===== src/rtl/wb_pkg.sv =====
// Shared types for the multi-lane writeback stage.
//   WbState : retirement FSM encoding (RUN, DRAIN, HALTED).
//   WbLane  : trace view of one retiring lane at the default register-file
//             geometry (32 registers, 32-bit data).
//   popcount: number of set bits in a lane mask of up to MAX_LANES bits.
package wb_pkg;

  localparam int ADDR_W    = 32;
  localparam int IID_W     = 8;
  localparam int MAX_LANES = 4;

  typedef enum logic [1:0] {
    RUN    = 2'd0,
    DRAIN  = 2'd1,
    HALTED = 2'd2
  } WbState;

  typedef struct packed {
    logic              valid;
    logic [ADDR_W-1:0] pc;
    logic [IID_W-1:0]  inst_id;
    logic              rf_wen;
    logic [4:0]        reg_addr;
    logic [31:0]       wdata;
  } WbLane;

  function automatic logic [2:0] popcount(input logic [MAX_LANES-1:0] v);
    logic [2:0] n;
    n = '0;
    for (int i = 0; i < MAX_LANES; i++) begin
      n = n + {2'b00, v[i]};
    end
    return n;
  endfunction

endpackage


===== src/rtl/multi_lane_wb_stage_order_checker.sv =====
// In-order retirement checker.
// Tracks the next expected instruction ID and flags (sticky) any cycle in
// which committing lanes are not contiguous from lane 0 or carry IDs other
// than expected, expected+1, ... (modulo IID_W).
// Ports:
//   clk, reset  : clock, synchronous active-high reset
//   commit      : per-lane commit mask for this cycle
//   inst_id     : per-lane instruction IDs, lane k at [k*IID_W +: IID_W]
//   order_err   : sticky violation flag
module wb_order_checker
  import wb_pkg::*;
#(
  parameter int LANES = 2
) (
  input  logic                   clk,
  input  logic                   reset,
  input  logic [LANES-1:0]       commit,
  input  logic [LANES*IID_W-1:0] inst_id,
  output logic                   order_err
);

  logic [IID_W-1:0] expected_q, expected_d;
  logic             order_err_q, order_err_d;
  logic             bad;

  always_comb begin
    bad = 1'b0;
    // A mask is contiguous from lane 0 exactly when mask+1 shares no bits with it.
    if ((commit & (commit + LANES'(1))) != '0) begin
      bad = 1'b1;
    end
    for (int k = 0; k < LANES; k++) begin
      if (commit[k] && (inst_id[k*IID_W +: IID_W] != expected_q + IID_W'(k))) begin
        bad = 1'b1;
      end
    end
    expected_d  = expected_q + IID_W'(popcount(MAX_LANES'(commit)));
    order_err_d = order_err_q | ((|commit) & bad);
  end

  always_ff @(posedge clk) begin
    if (reset) begin
      expected_q  <= '0;
      order_err_q <= 1'b0;
    end else begin
      expected_q  <= expected_d;
      order_err_q <= order_err_d;
    end
  end

  assign order_err = order_err_q;

endmodule


===== src/rtl/multi_lane_wb_stage.sv =====
// Multi-lane writeback/retire stage.
// Commits up to LANES register writes per cycle (lane 0 oldest, youngest
// lane wins on a same-register conflict), keeps 64-bit cycle and retired
// instruction counters, checks in-order retirement and runs a RUN/DRAIN/HALTED
// FSM that stops retirement on halt_req or on reaching HALT_INST_COUNT.
// Optional macro WB_XZCHECK_EN: a writing lane with X/Z in wdata forces
// HALTED next cycle and prints the offending lane.
// Ports:
//   clk, reset       : clock, synchronous active-high reset
//   valid/pc/inst_id/rf_wen/reg_addr/wdata : per-lane retire bundle, flattened
//   halt_req         : level halt request
//   regfile          : architectural registers, reg r at [r*DATA_W +: DATA_W]
//   clock_count      : cycles since reset
//   inst_count       : instructions retired since reset
//   state            : WbState encoding
//   halted           : high in HALTED
//   order_err        : sticky in-order violation flag
module multi_lane_wb_stage
  import wb_pkg::*;
#(
  parameter int               LANES           = 2,
  parameter int               DATA_W          = 32,
  parameter int               NREGS           = 32,
  parameter logic [DATA_W-1:0] RESET_VAL      = '1,
  parameter logic [63:0]      HALT_INST_COUNT = 64'd0,
  parameter int               DRAIN_CYCLES    = 4,
  localparam int              RAW             = (NREGS > 1) ? $clog2(NREGS) : 1
) (
  input  logic                    clk,
  input  logic                    reset,
  input  logic [LANES-1:0]        valid,
  input  logic [LANES*ADDR_W-1:0] pc,
  input  logic [LANES*IID_W-1:0]  inst_id,
  input  logic [LANES-1:0]        rf_wen,
  input  logic [LANES*RAW-1:0]    reg_addr,
  input  logic [LANES*DATA_W-1:0] wdata,
  input  logic                    halt_req,
  output logic [NREGS*DATA_W-1:0] regfile,
  output logic [63:0]             clock_count,
  output logic [63:0]             inst_count,
  output logic [1:0]              state,
  output logic                    halted,
  output logic                    order_err
);

  localparam int DCW = (DRAIN_CYCLES > 1) ? $clog2(DRAIN_CYCLES) : 1;

  WbState            state_q, state_d;
  logic [DCW-1:0]    drain_q, drain_d;
  logic [DATA_W-1:0] regfile_q [NREGS];
  logic [DATA_W-1:0] regfile_d [NREGS];
  logic [63:0]       clock_count_q, clock_count_d;
  logic [63:0]       inst_count_q, inst_count_d;
  logic [LANES-1:0]  commit;
  logic              xz_hit;

  assign commit = valid & {LANES{state_q != HALTED}};

  always_comb begin
    for (int r = 0; r < NREGS; r++) begin
      regfile_d[r] = regfile_q[r];
    end
    // Ascending lane order lets the youngest lane overwrite older ones.
    for (int k = 0; k < LANES; k++) begin
      if (commit[k] && rf_wen[k] && (reg_addr[k*RAW +: RAW] != '0)) begin
        regfile_d[reg_addr[k*RAW +: RAW]] = wdata[k*DATA_W +: DATA_W];
      end
    end
    regfile_d[0] = '0;
  end

  always_comb begin
    clock_count_d = clock_count_q + 64'd1;
    inst_count_d  = inst_count_q + 64'(popcount(MAX_LANES'(commit)));
  end

  always_comb begin
    state_d = state_q;
    drain_d = drain_q;
    case (state_q)
      RUN: begin
        if (halt_req || ((HALT_INST_COUNT != 64'd0) && (inst_count_d >= HALT_INST_COUNT))) begin
          state_d = DRAIN;
          drain_d = DCW'(DRAIN_CYCLES - 1);
        end
      end
      DRAIN: begin
        if (drain_q == '0) begin
          state_d = HALTED;
        end else begin
          drain_d = drain_q - DCW'(1);
        end
      end
      HALTED:  state_d = HALTED;
      default: state_d = RUN;
    endcase
    if (xz_hit) begin
      state_d = HALTED;
    end
  end

`ifdef WB_XZCHECK_EN
  always_comb begin
    xz_hit = 1'b0;
    for (int k = 0; k < LANES; k++) begin
      if (commit[k] && rf_wen[k] && (reg_addr[k*RAW +: RAW] != '0) &&
          $isunknown(wdata[k*DATA_W +: DATA_W])) begin
        xz_hit = 1'b1;
      end
    end
  end

  always_ff @(posedge clk) begin
    if (!reset) begin
      for (int k = 0; k < LANES; k++) begin
        if (commit[k] && rf_wen[k] && (reg_addr[k*RAW +: RAW] != '0) &&
            $isunknown(wdata[k*DATA_W +: DATA_W])) begin
          $display("wb xz: lane %0d pc %h reg %0d wdata %h", k, pc[k*ADDR_W +: ADDR_W],
                   reg_addr[k*RAW +: RAW], wdata[k*DATA_W +: DATA_W]);
        end
      end
    end
  end
`else
  logic unused_pc;
  assign xz_hit    = 1'b0;
  assign unused_pc = ^pc;
`endif

  always_ff @(posedge clk) begin
    if (reset) begin
      state_q       <= RUN;
      drain_q       <= '0;
      clock_count_q <= '0;
      inst_count_q  <= '0;
      for (int r = 0; r < NREGS; r++) begin
        regfile_q[r] <= (r == 0) ? '0 : RESET_VAL;
      end
    end else begin
      state_q       <= state_d;
      drain_q       <= drain_d;
      clock_count_q <= clock_count_d;
      inst_count_q  <= inst_count_d;
      for (int r = 0; r < NREGS; r++) begin
        regfile_q[r] <= regfile_d[r];
      end
    end
  end

  wb_order_checker #(
    .LANES(LANES)
  ) u_order_checker (
    .clk      (clk),
    .reset    (reset),
    .commit   (commit),
    .inst_id  (inst_id),
    .order_err(order_err)
  );

  always_comb begin
    for (int r = 0; r < NREGS; r++) begin
      regfile[r*DATA_W +: DATA_W] = regfile_q[r];
    end
  end

  assign clock_count = clock_count_q;
  assign inst_count  = inst_count_q;
  assign state       = state_q;
  assign halted      = (state_q == HALTED);

endmodule


===== config.mk =====
export PLATFORM = sky130hd
export DESIGN_NAME = multi_lane_wb_stage
export DESIGN_NICKNAME = d
export VERILOG_FILES = /design/src/rtl/wb_pkg.sv /design/src/rtl/multi_lane_wb_stage_order_checker.sv /design/src/rtl/multi_lane_wb_stage.sv
export SDC_FILE = /design/constraint.sdc
export NUM_CORES = 2
export LEC_CHECK = 0
export BUFFER_PORTS_ARGS = -buffer_cell sky130_fd_sc_hd__buf_2
export CORE_AREA = 10 10 509 511
export DETAILED_ROUTE_END_ITERATION = 10
export DIE_AREA = 0 0 519 521
export MAX_ROUTING_LAYER = met4
export PLACE_DENSITY = 0.43
export SLEW_MARGIN = 10
export SYNTH_ARGS = -nofsm -noshare
export SYNTH_HDL_FRONTEND = slang
export SYNTH_SLANG_ARGS = --single-unit

===== constraint.sdc =====
create_clock -name clk -period 4.8 [get_ports clk]
set_clock_uncertainty 0.2 [all_clocks]
set_input_delay 0.72 -clock clk [delete_from_list [all_inputs] [get_ports clk]]
set_output_delay 0.72 -clock clk [all_outputs]
set_load 0.01 [all_outputs]

### After elaboration in Yosys (flattened, before gate mapping)

Memory sizes are Yosys's and may differ from the RTL's.
Cells that the tools add are included.

| word-level totals | value |
|---|---|
| flip-flop bits (word level) | 141 |
| memory bits (writable) | 1,024 |
| bits of input ports | 161 |
| output and inout port bits | 1,156 |
| memories kept | 1 |

| operators by class | value |
|---|---|
| add/subtract/negate cells | 7 |
| $lt $le $gt $ge | 4 |
| equal/unequal tests | 8 |
| muxes and demuxes | 52 |
| bitwise gates (word level) | 38 |
| reductions and logical operators | 17 |

Memory list:

| memory | depth | width | rd ports | clocked after Yosys merged registers in | write ports | line | source |
|---|---|---|---|---|---|---|---|
| regfile_q | 32 | 32 | 32 | 0 | 32 | multi_lane_wb_stage.sv:50 | `logic [DATA_W-1:0] regfile_q [NREGS];` |

Operators with widths:

| cell | count |
|---|---|
| bitwise mux 1024 bit | 2 |
| two-way mux 32 bit | 34 |
| two-way mux 1024 bit | 1 |
| two-way mux 992 bit | 1 |
| demux 32 bit (select 5 bit) | 2 |
| adder 64 x 1 -> 64 bit, second input constant | 1 |
| adder 64 x 2 -> 64 bit | 1 |
| OR 1 bit | 33 |
| inequality test 8 bit | 2 |
| >= comparator 6 bit, second input constant | 2 |
| less-than comparator 6 x 1 -> 1 bit, second input constant | 2 |
| NOT 5 -> 6 bit | 2 |
| nonzero test 5 bit | 2 |
| adder 8 x 1 -> 8 bit, second input constant | 1 |
| adder 8 x 2 -> 8 bit | 1 |
| logical AND 1 bit | 8 |
| two-way mux 2 bit | 4 |
| inequality test 2 bit, second input constant | 4 |
| two-way mux 1 bit | 6 |
| case mux 2 bit (3 select lines) | 1 |
| AND 2 bit | 2 |
| zero test 2 bit | 2 |
| case mux 2 bit (2 select lines) | 1 |
| nonzero test 2 bit | 2 |
| other kinds (9) | 9 |

### Depth between registers and ports, before layout

| depth | value |
|---|---|
| depth after elaboration | 10 |
| mapped depth | 13 |

### Modules after synthesis

A second synthesis with hierarchy kept.

| second synthesis, totals | value |
|---|---|
| cell total of the unflattened synthesis | 4,994 |
| area, all modules | 47,944.7 sq um |

By module, submodules not included:

| module | instances | cells an instance | area an instance (sq um) | sequential area each (sq um) |
|---|---|---|---|---|
| multi_lane_wb_stage | 1 | 4,909 | 47,219.0 | 22,501.6 |
| wb_order_checker | 1 | 85 | 725.7 | 180.2 |

### Worst setup path before layout

No wires, ideal clock.

| path | value |
|---|---|
| path type | register to register |
| start | register state_q[0], in the netlist state[0] |
| end | register inst_count_q[44], in the netlist inst_count[44] |
| library setup time | 128 ps |
| arrival | 2,550 ps |
| setup slack | 1,923 ps |
| cell stages (with the launch flop) | 14 |
| path buffers | 3 |
| period minus slack after synthesis | 2,877 ps |
| cell sequence | dfxtp_1 -> inv_1 -> ha_1 -> clkbuf_1 -> and3b_1 -> clkbuf_1 -> xor2_1 -> ha_1 -> a31o_2 -> nand2_1 -> clkbuf_1 -> nor3_1 -> xnor2_1 -> nor2_1 |

| between the ends | value |
|---|---|
| longest elaborated chain between the ends | 4 |

Ends and longest elaborated chain:

| what | line | source |
|---|---|---|
| start: declaration | multi_lane_wb_stage.sv:48 | `WbState state_q, state_d;` |
| start signal: assignment | multi_lane_wb_stage.sv:140 | `state_q <= state_d;` |
| inequality test 2 bit | multi_lane_wb_stage.sv:57 | `assign commit = valid & {LANES{state_q != HALTED}};` |
| AND 2 bit | multi_lane_wb_stage.sv:57 |  |
| adder 1 x 1 -> 2 bit | wb_pkg.sv:31 | `n = n + {2'b00, v[i]};` |
| adder 64 x 2 -> 64 bit | multi_lane_wb_stage.sv:74 | `inst_count_d = inst_count_q + 64'(popcount(MAX_LANES'(commit)));` |
| end signal: assignment | multi_lane_wb_stage.sv:143 | `inst_count_q <= inst_count_d;` |
| end: declaration | multi_lane_wb_stage.sv:53 | `logic [63:0] inst_count_q, inst_count_d;` |

No other way between the ends.
A chain may end at the register's enable or synchronous reset.

==> run summary <==
Max rail drop VDD: 306.8 uV
Die Y: 521 microns
Post-synth EDFFs: 0
WP data required: 5.31 ns
Vias per inst: 4.912
Routed WL: 348,100 microns
Place WS: 0.8030 ns
Post-Synth Adder-Cell Area: 0.2927%
TritonCTS Sinks: 1,133
Clk_lat worst skew: 0.83 ns
Syn-to-layout area delta: 26.42%
Port bufs: 1,220
Top-Level Pins: 1,317
Antenna violations before repair: 39
Unrepaired setup endpoints after global routing: false
Setup_tns: 0 ns
Post-synth top area share: 42.12%
Sequential share of the synthesized area: 42.12%
Total power: 22,990 uW
Routed Antenna Nets: 0
Xor/xnor share of the synthesized area: 2.244%
Global route total overflow: 0
Die area: 270,400 sq um
Cell accounting for the most synthesized area: dfxtp_1
Largest net degree at the start of global routing: 163
Top FF cell, synth: dfxtp_1
Max Slew Vio Count: 0
Routed WL per cell: 29.23 microns
Max Root-Sink Buffers: 3
# DRC: 0
Synth Area per Inst: 7.047 sq um
Psw: 6536 uW
Number of buffers created by CTS: 146
Most instantiated cells after synthesis: nand2_1 (2,084), nor2_1 (1,177), dfxtp_1 (1,133)
Final instance area: 68,080 sq um
Detailed Route Iter0 Violations: 5,949
Mux cell area share after synthesis: 0.06041%
Num rows: 183
CTS tree: yes
H-tree depth: 4
Clock transition at path regs: 0.06 ns
DRT met1 WL: 147,500 microns
Complex-gate fraction of the synthesized area: 11.94%
Crit start category: flop
Sw Ratio: 28.43%
DP Area: 63,320 sq um
Count leader, synth: nand2_1
Arrival time at the worst endpoint: 4.19 ns
Combinational share of power: 9.3%
Dominant cells by area after synthesis: dfxtp_1 (42%), nand2_1 (15%), a31oi_1 (12%)
Library cells used by synthesis: 55
Critical-path maximum fanout: 56
Layout cells sized above 1: 19.96%
Max cap viols: 0
Post-Synthesis Cells: 7,642
Pleak: 0.02873 uW
Clock power share: 48.5%
Max-slew headroom: 18.66%
Starting Density: 21.70%
Tcrit/Tclk final: 76.54%
Top Metal Used: met4
Final WS setup: 1.126 ns
YS warnings: 0
Crit. End Element: flop
Critical path class: reg2reg
Post-cts sizing count: 0
DR vias: 58,500
WL met3: 32,920 microns
WL met2: 149,900 microns
Worst-Margin Slew: 1.220 ns
GRT Util Overall: 24.93%
Non-Filler Instances: 11,910
Post-Place Cells: 11,640
Hold Path Class: in2reg
Final hold vios: 0
Core area: 248,200 sq um
Largest family of logic cells by synthesized area: simple AND/OR/NAND/NOR gates
Sequential group share of total power: 42.2%
Final Critical Period: 3.674 ns
Die W: 519 microns
Cell Pwr Density: 337.7 nW/um^2
Outcome: finished clean
Clk root buf: clkbuf_16
Post-DP HPWL: 233,300 microns
Post-CTS setup buffers: 0
GPL Wtd Cong: 0.8450
Async S/R FF share, synth: 0%
Internal power: 16,460 uW
Vias in the first global route: 54,100
CTS Hold Bufs: 0
Pre-antenna DRT Iters: 6
Maximum clock rate: 272.2 MHz
Post-synthesis simple-gate area fraction: 37.64%
Final setup viols: 0
Number of synthesized register bits: 1,133
Fin nets: 8,630
Cell area after synthesis: 53,850 sq um
First-pass GRT wire length: 466,700 microns
## worst paths after layout
path                                     endpoint  slack (ns)           start  depth (start not counted)
worst min register to register     clock_count[0]        0.28  clock_count[0]                          1
worst min-delay path                   drain_q[1]        0.15        halt_req                          4
worst max-delay path            regfile_q[1][211]        1.13        state[0]                         10
worst max register to register  regfile_q[1][211]        1.13        state[0]                         10
## power by group through the flow
stage | clock (uW) | combinational [uW] | sequential [uW]
2_1_floorplan | 0 | 922 | 9930
3_3_place_gp | 0 | 2110 | 9900
3_5_place_dp | 0 | 2130 | 9900
4_1_cts | 11400 | 2140 | 9700
5_1_grt | 11700 | 2250 | 9710
6_report | 11100 | 2140 | 9700
## layout make-up
cell class,instances,area [sq um]
diodes,22,55.05
clock buffers,218,4259
clock inverters,29,440.4
fillers,27100,180100
inverters,20,75.07
multi-input cells,5759,28700
flip-flops and latches,1133,22680
well taps,3330,4167
repair buffers,1398,7697
## cell usage in the layout (no fill, tap or decap), types with 13 or more instances in the layout
| master | instances |
|---|---|
| dfxtp_1 | 1133 |
| clkinv_2 | 13 |
| nand4_1 | 52 |
| clkbuf_16 | 150 |
| buf_4 | 162 |
| nor3_2 | 13 |
| buf_12 | 19 |
| or2_1 | 991 |
| nand2_2 | 34 |
| nor2_4 | 21 |
| a31oi_1 | 993 |
| a21oi_1 | 18 |
| nor3_1 | 28 |
| nor2_1 | 1155 |
| and3_1 | 18 |
| nand2_1 | 2046 |
| xor2_1 | 66 |
| conb_1 | 32 |
| nor4_1 | 19 |
| clkbuf_1 | 43 |
| inv_1 | 19 |
| diode_2 | 22 |
| nor2b_1 | 21 |
| buf_2 | 1216 |
| xnor2_1 | 72 |
| nand3_1 | 57 |
| clkbuf_8 | 25 |
## worst max-delay path, stage by stage, from the launching register on
cell,delay (ns)
dfxtp_1,0.38
inv_1,0.10
ha_1,0.22
and3b_1,0.37
and2_1,0.55
buf_4,0.31
nand3_4,0.56
buf_4,0.43
nor2_1,0.10
a31oi_1,0.05
or2_1,0.21
## state kept, by name, indices dropped and copies added (netlist names)
register,count
clock_count,64
drain_q,2
inst_count,64
regfile_q,992
state,2
u_order_checker.expected_q,8
u_order_checker.order_err,1
## logic make-up (layout without fill, tap and decap cells)
group | Yosys count | count (layout)
muxes | 3 | 3
and+or+nand+nor | 4542 | 4542
buffers and inverters | 781 | 1665
xor gates and xnor gates | 138 | 138
other | 1 | 54
AOI/OAI and AO/OA | 1031 | 1031
adders and majority gates | 13 | 13
DFF | 1133 | 1133
## per-layer routing
metal / GRT usage, % / vias to the layer above
met2: 37.04 / 3055
met1: 30.98 / 28340
met4: 11.41 / 0
li1: - / 26470
met3: 7.484 / 633
met5: - / -
## stage by stage
stage               hold WS, ns  utilization [%]
floorplan                0.2766                -
global placement         0.2614            25.51
detailed placement       0.2621            25.51
CTS                      0.1076            27.40
global route             0.1323            27.42
finish                   0.1527            27.43
(Power assumes the default switching activity.)
